==> config.mk <==
export PLATFORM = sky130hd
export DESIGN_NAME = req_vec_ctrl
export DESIGN_NICKNAME = d
export VERILOG_FILES = /design/src/rtl/req_vec_ctrl.sv
export SDC_FILE = /design/constraint.sdc
export NUM_CORES = 1
export LEC_CHECK = 0
export CAP_MARGIN = 10
export CORE_UTILIZATION = 45
export CTS_CLUSTER_SIZE = 40
export DETAILED_ROUTE_END_ITERATION = 8
export HOLD_SLACK_MARGIN = 0.15
export PLACE_DENSITY_LB_ADDON = 0.12
export SLEW_MARGIN = 20
export SYNTH_ARGS = -nofsm -noshare
export SYNTH_HDL_FRONTEND = slang
export SYNTH_SLANG_ARGS = --single-unit
==> constraint.sdc <==
create_clock -name clk -period 2.4 [get_ports clk]
set_input_delay 0.36 -clock clk [delete_from_list [all_inputs] [get_ports clk]]
set_output_delay 0.36 -clock clk [all_outputs]
set_load 0.01 [all_outputs]
==> src/rtl/req_vec_ctrl.sv <==
// Request-vector grant controller: one-hot grant with ack handshake, hold pause and timeout.
// Define REQ_VEC_CTRL_RR_EN for round-robin selection; fixed lowest-index priority otherwise.
module req_vec_ctrl #(
   parameter int N    = 7,
   parameter int TMAX = 15
) (
   input  logic         clk,
   input  logic         rst,
   input  logic         en,
   input  logic         hold,
   input  logic [N-1:0] req,
   input  logic         ack,
   output logic [N-1:0] grant,
   output logic         grant_vld,
   output logic         idle,
   output logic         timeout
);

   // state    | meaning
   // ST_IDLE  | no grant held, waiting for en & |req
   // ST_GRANT | one-hot grant held, wait counter running unless hold
   // ST_COOL  | single dead cycle after ack or timeout, grant cleared

   localparam logic [1:0] ST_IDLE  = 2'd0;
   localparam logic [1:0] ST_GRANT = 2'd1;
   localparam logic [1:0] ST_COOL  = 2'd2;

   localparam int             CW       = $clog2(TMAX + 1);
   localparam logic [CW-1:0]  CNT_LAST = CW'(TMAX - 1);

   logic [1:0]    state_q, state_d;
   logic [N-1:0]  grant_q, grant_d;
   logic [CW-1:0] cnt_q, cnt_d;
   logic [N-1:0]  sel_vec;
   logic          tmo;

`ifdef REQ_VEC_CTRL_RR_EN
   localparam int PW = (N > 1) ? $clog2(N) : 1;

   logic [PW-1:0] ptr_q, ptr_d;
   logic [PW-1:0] ptr_nxt;
   logic          found;
   int            k;

   // Rotating search from ptr_q; the first hit also yields the next pointer.
   always_comb begin
      sel_vec = '0;
      ptr_nxt = ptr_q;
      found   = 1'b0;
      k       = 0;
      for (int i = 0; i < N; i++) begin
         k = int'(ptr_q) + i;
         if (k >= N) k = k - N;
         if (!found && req[k]) begin
            found      = 1'b1;
            sel_vec[k] = 1'b1;
            ptr_nxt    = (k == N - 1) ? '0 : PW'(k + 1);
         end
      end
   end
`else
   // Isolate the lowest set bit.
   always_comb begin
      sel_vec = req & (~req + N'(1));
   end
`endif

   always_comb begin
      state_d = state_q;
      grant_d = grant_q;
      cnt_d   = cnt_q;
      tmo     = 1'b0;
`ifdef REQ_VEC_CTRL_RR_EN
      ptr_d   = ptr_q;
`endif
      case (state_q)
         ST_IDLE: begin
            if (en && (|req)) begin
               state_d = ST_GRANT;
               grant_d = sel_vec;
               cnt_d   = '0;
`ifdef REQ_VEC_CTRL_RR_EN
               ptr_d   = ptr_nxt;
`endif
            end
         end
         ST_GRANT: begin
            if (!en) begin
               state_d = ST_IDLE;
               grant_d = '0;
               cnt_d   = '0;
            end else if (!hold) begin
               // ack takes precedence over an expiry in the same cycle
               if (ack) begin
                  state_d = ST_COOL;
                  grant_d = '0;
                  cnt_d   = '0;
               end else if (cnt_q == CNT_LAST) begin
                  state_d = ST_COOL;
                  grant_d = '0;
                  cnt_d   = '0;
                  tmo     = 1'b1;
               end else begin
                  cnt_d = cnt_q + CW'(1);
               end
            end
         end
         ST_COOL: begin
            state_d = ST_IDLE;
            grant_d = '0;
            cnt_d   = '0;
         end
         default: begin
            state_d = ST_IDLE;
            grant_d = '0;
            cnt_d   = '0;
         end
      endcase
   end

   always_ff @(posedge clk) begin
      if (rst) begin
         state_q <= ST_IDLE;
         grant_q <= '0;
         cnt_q   <= '0;
`ifdef REQ_VEC_CTRL_RR_EN
         ptr_q   <= '0;
`endif
      end else begin
         state_q <= state_d;
         grant_q <= grant_d;
         cnt_q   <= cnt_d;
`ifdef REQ_VEC_CTRL_RR_EN
         ptr_q   <= ptr_d;
`endif
      end
   end

   assign grant     = grant_q;
   assign grant_vld = (state_q == ST_GRANT) && !hold;
   assign idle      = ~(|req);
   // Pulse is visible during the expiring GRANT cycle itself.
   assign timeout   = tmo && !rst;

endmodule

# Word level (Yosys, flattened, before mapping)
# Index checks and enable logic that the tools add are counted.
dict set report word_totals {
  ff_bits 13
  latch_bits 0
  ram_bits 0
  rom_bits 0
  mem_count 0
}
dict set report op_classes {
  addsub 2
  multipliers 0
  n_div 0
  order_cmp 0
  n_eq_ne 5
  shift 0
  muxes 23
  bitwise 3
  reduce_logical 9
}
# operator n
set op_table {}
lappend op_table {{$mux 7} 5}
lappend op_table {{$mux 4} 5}
lappend op_table {{$pmux 7 s2} 1}
lappend op_table {{$mux 2} 5}
lappend op_table {{$pmux 4 s2} 1}
lappend op_table {{$add 7x1->7 const B} 1}
lappend op_table {{$and 7x7->7} 1}
lappend op_table {{$not 7->7} 1}
lappend op_table {{$reduce_or 7->1} 1}
lappend op_table {{$mux 1} 5}
lappend op_table {{$add 4x1->4 const B} 1}
lappend op_table {{$eq 4x4->1 const B} 1}
lappend op_table {{$ne 4x4->1 const B} 1}
lappend op_table {{$pmux 2 s2} 1}
lappend op_table {{$logic_and 1x1->1} 3}
lappend op_table {{$ne 3x3->1 const B} 1}
lappend op_table {{$reduce_and 3->1} 1}
lappend op_table {{$eq 2x1->1 const B} 1}
lappend op_table {{$logic_not 1->1} 2}
lappend op_table {{$logic_not 2->1} 1}
lappend op_table {{$ne 2x2->1 const B} 1}
lappend op_table {{$reduce_and 2->1} 1}
lappend op_table {{$not 1->1} 1}

# Depth between registers and ports, before layout
# Gate-level depths: netlist of the first run.
dict set report depth {
  depth_word 7
  ltp_mapped 7
  depth_no_buf 6
}

# Worst setup path after synthesis of the first run
# No wires, ideal clock.
dict set report synth_path {
  kind {register to register}
  startpoint {register cnt_q[0]}
  endpoint {register cnt_q[1]}
  setup_time_ps 70
  arrival_ps 1696
  required_time_ps 2330
  slack_ps 633
  stages_incl_launch_ff 7
  path_buffers 0
  path_cell_list {dfxtp_1 > inv_1 > ha_1 > and3_1 > or4_4 > or4_1 > a21oi_1}
}
dict set report synth_between {
  elab_chain_len 6
}
# item line
set synth_lines {}
lappend synth_lines {{from (decl)} 33} ;# logic [CW-1:0] cnt_q, cnt_d;
lappend synth_lines {{from (signal assigned)} 132} ;# cnt_q <= cnt_d;
lappend synth_lines {{$add 4x1->4 or $eq 4x4->1 (tied branches)} {104, 98}}
lappend synth_lines {{$mux 4 *} 98} ;# end else if (cnt_q == CNT_LAST) begin
lappend synth_lines {{$mux 4 *} 94} ;# if (ack) begin
lappend synth_lines {{$mux 4 *} 92} ;# end else if (!hold) begin
lappend synth_lines {{$mux 4 *} 88} ;# if (!en) begin
lappend synth_lines {{$pmux 4 s2 *} 76} ;# case (state_q)
# Mark *: on every way between the ends. The rest lies on a longest branch, timed or not. The select of a mux whose other input is x is not followed.
# A chain may end at the register's enable or synchronous reset.

# Worst setup path after layout of the first run
dict set report layout_path {
  startpoint {input port en}
  endpoint {output port timeout}
}
dict set report layout_between {
  elab_chain_len 3
}
# item line
set layout_lines {}
lappend layout_lines {{from (decl)} 9} ;# input logic en,
lappend layout_lines {{$mux 1} 88}
lappend layout_lines {{$mux 1} 76}
lappend layout_lines {{$logic_and 1x1->1} 143} ;# assign timeout = tmo && !rst;
lappend layout_lines {{to (decl)} 16} ;# output logic timeout
# Every way passes these cells.

==> results.md, run 1 <==
* RSZ-0062 raised after global routing: no
* Portion of total power attributed to the clock network at 27.7%
* Post-DP HPWL at 1270 um
* Synthesized area per cell at 9.17 um2
* Via-per-instance ratio at 5.60
* Fraction of registers with async set/reset at 0%
* MaxCap Viol Count at 0
* Total nets after synthesis at 96
* Remaining antenna violation count after routing at 0
* First-iteration detailed-routing DRC count at 9
* Startpoint-to-endpoint class of the critical path: input port to output port
* Reg2Reg Capture Point: cnt_q[1]$_SDFFE_PP0P_
* Share of the cycle needed by the critical path after routing at 93.3%
* Power share of the sequential group at 45.9%
* # diodes at 0
* First drt pass iteration count at 4
* Pre-CTS setup slack at 0.0508 ns
* Destination of the worst hold path: grant[5]$_SDFFE_PP0P_
* Area share of and/or/nand/nor cells after synthesis at 34.8%
* Synth unique cells at 30
* Number of enable flip-flop cells after synthesis at 0
* Ratio of cells with drive above 1 in the final layout at 16.8%
* FF-to-FF setup slack at 0.49 ns
* I/O pin total at 22
* Worst Hold Slack at 0.480 ns
* Category of the worst setup path capture point: output port
* Worst-Skew Late Latency at 0.29 ns
* Most common cell after layout, fill and taps aside: sky130_fd_sc_hd__clkdlybuf4s50_1
* Cell Area, Placed at 1030 um2
* Total congestion overflow after global routing at 0
* Post-Synthesis Cell Area at 752 um2
* Routed WL at 1610 um
* CP max stage cell: sky130_fd_sc_hd__clkdlybuf4s50_1
* Hold depth at 2
* Share of synthesized area spent on multiplexers at 9.32%
* Overall track demand over capacity in global routing at 21.1%
* Post-CTS Hold Fix Bufs at 0
* Worst max-slew margin expressed relative to the limit at 76.7%
* Launching element type of the critical path: input port
* Effective utilization at floorplan at 48.8%
* Total number of nets in the final design at 128
* Global-route track usage on met1 at 22.6%
* Static leakage at 0.410 nW
* Most instantiated flip-flop cell in the synthesis netlist: sky130_fd_sc_hd__dfxtp_1
* Row cnt at 14
* Port buffer count at 21
* Register area share after synthesis at 34.6%
* Arr. time, crit path at 1.88 ns
* Internal Dissipation at 0.365 mW
* Cts bufs inserted at 3
* HP Class: flop to flop
* Slew Limit Fails at 0
* Most numerous cell on the critical path: sky130_fd_sc_hd__clkdlybuf4s50_1
* Cells along the critical path: clkdlybuf4s50_1 > nand2_1 > nor4_1 > and3b_1 > clkdlybuf4s50_1
* Placeable core region at 1540 um2
* Most Crowded Layer GR: met2
* Synth Area in Compound Gates at 15.0%
* CP Data Required Time at 2.04 ns
* Pwr Density at 482 nW/um2
* DRC errors left at 0
* Worst path buffer plus inverter count at 2
* Final design area excluding fillers at 1060 um2
* Min Tclk post-route at 2.24 ns
* Floorplan die height at 42.9 um
* Post-layout total power at 0.511 mW
* Worst setup skew after layout at 0.00894 ns
* Clock transition at the register clock pins on the worst setup and hold paths after CTS at 0.08 ns
* Met3 Resource Use GR at 6.38%
* Highest cell delay on the worst timing path at 0.53 ns
* DIE AREA at 1840 um2
* Highest achievable clock rate at 447 MHz
* Wire per inst at 12.5 um
* Worst supply voltage drop on vdd at 449 uV
* Placer congestion estimate at 0.769
* Number of synthesized register bits at 13
* Maximum number of pins on one net before global-route repair at 19
* Sum of negative setup slack at 0 ns
* Met2 global-route usage at 36.7%
* Run status: finished clean
* Clock Sinks at 13
* Most used cells in the layout excluding fill and tap cells: sky130_fd_sc_hd__clkdlybuf4s50_1 (20), sky130_fd_sc_hd__dfxtp_1 (13), sky130_fd_sc_hd__buf_4 (9)
* Root Buffer Master: sky130_fd_sc_hd__clkbuf_4
* NetSw at 0.146 mW
* Combinational share of power at 26.5%
* Final setup fails at 0
* Yosys warning total at 0
* Layout area overhead at 40.9%
* Hold Crit Start: grant[5]$_SDFFE_PP0P_
* Area share of xor/xnor cells in the synthesized design at 0%
* Hold Fails Final Rpt at 0
* Main combinational cell family by area after synthesis: simple AND/OR/NAND/NOR gates
* Routed via count at 722
* Adder-cell share of the synthesized area at 3.33%
* First-pass GRT wire length at 2870 um
* Cells after synthesis at 82
* Worst Max-Slew Pin Slew at 0.346 ns
* Final critical-path setup slack at 0.161 ns
* Number of fillers in the final layout at 126
* Longest Clk Path Bufs at 2
* Switching portion of total power at 28.5%
* Number of H-tree branching levels at 1
* Cell family with most CP delay: buffers and inverters
* CTS tree: done
* Crit Reg-Reg Startpoint: cnt_q[0]$_SDFFE_PP0P_
* Cell depth of the worst flop-to-flop path at 6
* Maximum fanout encountered on the critical timing path at 2
* Via count of the first global-routing pass at 677
* Number of antenna violations at the first check in global routing at 0
* Die width at 42.9 um
[Yosys cell counts, types with 2 or more instances]
library cell / number / share of area, %
sky130_fd_sc_hd__clkbuf_1: 2 / 1.0
sky130_fd_sc_hd__dfxtp_1: 13 / 35
sky130_fd_sc_hd__nor2_1: 5 / 2.5
sky130_fd_sc_hd__nand3b_1: 3 / 3.0
sky130_fd_sc_hd__mux2i_1: 7 / 9.3
sky130_fd_sc_hd__or3_1: 3 / 2.5
sky130_fd_sc_hd__o21ai_0: 3 / 2.0
sky130_fd_sc_hd__nor3_1: 2 / 1.3
sky130_fd_sc_hd__a21oi_1: 5 / 3.3
sky130_fd_sc_hd__or4_4: 2 / 3.0
sky130_fd_sc_hd__nand2_1: 6 / 3.0
sky130_fd_sc_hd__nand2b_1: 8 / 6.7
sky130_fd_sc_hd__or4_1: 2 / 2.0
sky130_fd_sc_hd__nor4_1: 3 / 2.5
sky130_fd_sc_hd__ha_1: 2 / 3.3
sky130_fd_sc_hd__o21a_1: 2 / 2.0
[cells by family (layout without fill, tap and decap cells)]
family,after synthesis,after routing
buffers and inverters,4,35
adders and majority gates,2,2
DFF,13,13
and+or+nand+nor,41,41
AOI/OAI and AO/OA,15,15
muxes,7,7
[worst reg2reg max path: cells and delay by family, from the launching register on]
family,cells,cell delay [ns]
compound gates,1,0.15
fa+ha+maj,1,0.19
buf+inv,1,0.06
flops,1,0.39
simple gates,3,1.05
[power groups by stage]
stage	clock network (mW)	registers [mW]	logic (mW)
floorplan	0	0.239	0.0813
global placement	0	0.239	0.134
detailed placement	0	0.239	0.136
CTS	0.148	0.234	0.137
global route	0.157	0.237	0.146
finish	0.141	0.234	0.135
[stage by stage]
step / instances / utilization [%]
global route: 129 / 68.8
floorplan: 82 / -
global placement: 125 / 66.9
CTS: 129 / 68.6
detailed placement: 125 / 66.9
finish: 129 / 68.8
[state kept, by name (all words and copies together) (netlist names)]
register,cells
state_q,2
cnt_q,4
grant,7
[worst max path at each step]
stage | endpoint | slack [ns] | start | cells past startpoint
CTS | idle | 0.04 | req[3] | 4
finish | timeout | 0.16 | en | 5
global route | timeout | 0.04 | en | 5
floorplan | cnt_q[1]$_SDFFE_PP0P_ | 0.63 | cnt_q[0]$_SDFFE_PP0P_ | 6
detailed placement | idle | 0.05 | req[3] | 4
global placement | idle | 0.06 | req[3] | 4
[per-layer routing]
layer,part of all wire [%],routed length (um)
met2,54,871
met4,1.9,30
met3,3.0,49
met5,0,0
met1,41,659
[layout make-up]
| type | count | area (um2) | share of cell area (%) |
|---|---|---|---|
| Clock buffer | 4 | 26.3 | 2.48 |
| Sequential cell | 13 | 260 | 24.6 |
| Multi-Input combinational cell | 65 | 469 | 44.3 |
| Inverter | 1 | 3.75 | 0.354 |
| Tap cell | 16 | 20.0 | 1.89 |
| Timing Repair Buffer | 30 | 280 | 26.4 |
[repair_timing]
action	in CTS	in global routing
setup buffers	0	0
setup endpoints to repair	0	1
gates resized for setup	0	1
Power figures use the tool's default switching activity.
==> inputs of run 2 (changes only) <==
- CORE_MARGIN: default -> 2
==> run 2 against run 1 <==
  * Utilization unchanged
  * Clock power down 4%
  * Count of clock-buffer cells in the layout unchanged
  * Combinational power about the same
  * Total power down 1.2%
  * Final area unchanged
  * Maximum frequency down 1.5%
  * Setup slack worse by 0.033 ns
  * Critical endpoint unchanged
  * Largest power group unchanged
  * Highest routed layer is now met3
==> results.md, run 2 (synthesis results as in run 1) <==
* Number of antenna violations at the first check in global routing at 0
* First drt pass iteration count at 4
* Most used cells in the layout excluding fill and tap cells: sky130_fd_sc_hd__clkdlybuf4s50_1 (20), sky130_fd_sc_hd__dfxtp_1 (13), sky130_fd_sc_hd__buf_4 (9)
* Longest Clk Path Bufs at 2
* HP Class: flop to flop
* First-pass GRT wire length at 2810 um
* Worst Hold Slack at 0.481 ns
* Post-DP HPWL at 1320 um
* Routed via count at 685
* Flip-flop count of the largest register after layout at 7
* Cell depth of the worst flop-to-flop path at 6
* Pre-CTS setup slack at 0.0303 ns
* Port buffer count at 21
* Hold Crit Start: grant[5]$_SDFFE_PP0P_
* Portion of total power attributed to the clock network at 26.7%
* Highest achievable clock rate at 440 MHz
* I/O pin total at 22
* Layout area overhead at 40.9%
* Post-layout total power at 0.504 mW
* Pwr Density at 476 nW/um2
* Routed WL at 1610 um
* # diodes at 0
* Total congestion overflow after global routing at 0
* Cell Area, Placed at 1030 um2
* Arr. time, crit path at 1.91 ns
* Clock Sinks at 13
* Sum of negative setup slack at 0 ns
* Combinational share of power at 26.7%
* Min Tclk post-route at 2.27 ns
* DRC errors left at 0
* Final critical-path setup slack at 0.128 ns
* Static leakage at 0.410 nW
* Floorplan die height at 44.9 um
* Overall track demand over capacity in global routing at 18.9%
* Most common cell after layout, fill and taps aside: sky130_fd_sc_hd__clkdlybuf4s50_1
* Remaining antenna violation count after routing at 0
* NetSw at 0.140 mW
* Reg2Reg Capture Point: cnt_q[1]$_SDFFE_PP0P_
* Multi-input gate area in the final layout at 469 um2
* Worst-Skew Late Latency at 0.27 ns
* Worst max-slew margin expressed relative to the limit at 75.7%
* FF/Latch Area at 260 um2
* RSZ-0062 raised after global routing: no
* Worst supply voltage drop on vdd at 335 uV
* Via count of the first global-routing pass at 667
* Total number of nets in the final design at 128
* Power share of the sequential group at 46.6%
* Worst setup skew after layout at 0.00160 ns
* Hold Fails Final Rpt at 0
* Placeable core region at 1540 um2
* Internal Dissipation at 0.365 mW
* Clock transition at the register clock pins on the worst setup and hold paths after CTS at 0.08 ns
* Row cnt at 14
* Placer congestion estimate at 0.766
* Share of the cycle needed by the critical path after routing at 94.7%
* Number of fillers in the final layout at 135
* Effective utilization at floorplan at 48.8%
* First-iteration detailed-routing DRC count at 3
* Category of the worst setup path capture point: output port
* MaxCap Viol Count at 0
* Maximum fanout encountered on the critical timing path at 2
* Final design area excluding fillers at 1060 um2
* Worst Max-Slew Pin Slew at 0.360 ns
* Hold depth at 2
* DIE AREA at 2010 um2
* Launching element type of the critical path: input port
* CTS tree: done
* CP Data Required Time at 2.04 ns
* Number of H-tree branching levels at 1
* Die width at 44.9 um
* Destination of the worst hold path: grant[5]$_SDFFE_PP0P_
* Ratio of cells with drive above 1 in the final layout at 16.8%
* Switching portion of total power at 27.7%
* Via-per-instance ratio at 5.31
* Wire per inst at 12.4 um
* Run status: finished clean
* Maximum number of pins on one net before global-route repair at 17
* Startpoint-to-endpoint class of the critical path: input port to output port
* FF-to-FF setup slack at 0.49 ns
* Root Buffer Master: sky130_fd_sc_hd__clkbuf_4
* Final setup fails at 0
* Cts bufs inserted at 3
* Crit Reg-Reg Startpoint: cnt_q[0]$_SDFFE_PP0P_
* Slew Limit Fails at 0
run 2: cell counts in the layout (fill, tap and decap cells not counted):
Identical to the previous run, type by type.
run 2: power groups by stage:
| stage | registers [mW] | clock network, mW | logic (mW) |
|---|---|---|---|
| after CTS | 0.235 | 0.138 | 0.136 |
| after floorplan | 0.239 | 0 | 0.0813 |
| after global routing | 0.237 | 0.149 | 0.147 |
| after global placement | 0.239 | 0 | 0.134 |
| final | 0.235 | 0.135 | 0.135 |
| after detailed placement | 0.240 | 0 | 0.136 |
run 2: worst max-delay path by stage:
stage          cells past startpoint               endpoint                  start
3_5_place_dp                       4                   idle                 req[3]
3_3_place_gp                       4                   idle                 req[3]
6_report                           5                timeout                     en
2_1_floorplan                      6  cnt_q[1]$_SDFFE_PP0P_  cnt_q[0]$_SDFFE_PP0P_
4_1_cts                            4                   idle                 req[3]
5_1_grt                            5                timeout                     en
run 2: area by class of cell:
type	instances	area share, %
Multi-Input combinational cell	65	44.3
Timing Repair Buffer	30	26.4
Sequential cell	13	24.6
Clock buffer	4	2.48
Tap cell	16	1.89
Inverter	1	0.354
run 2: timing repair:
item                                    4_1_cts  5_1_grt
hold buffers                                  0        0
endpoints found under the setup margin        0        1
buffers inserted                              0        0
resized for setup                             0        1
run 2: routing by layer:
metal  vias up  global-route usage, %  wire, um
li1        361                      -         -
met1       312                   20.8       696
met2        12                   35.9       852
met3         0                   5.60        57
met4         0                   3.53         0
met5         -                      0         0
run 2: critical path, stage by stage:
cell and delay, ns:
sky130_fd_sc_hd__clkdlybuf4s50_1 0.47, sky130_fd_sc_hd__nand2_1 0.07, sky130_fd_sc_hd__nor4_1 0.26, sky130_fd_sc_hd__and3b_1 0.22
sky130_fd_sc_hd__clkdlybuf4s50_1 0.53
run 2: stage by stage:
step / utilization, % / cells
after floorplan: - / 82
after global placement: 66.9 / 125
after detailed placement: 66.9 / 125
after CTS: 68.6 / 129
after global routing: 68.8 / 129
final: 68.8 / 129
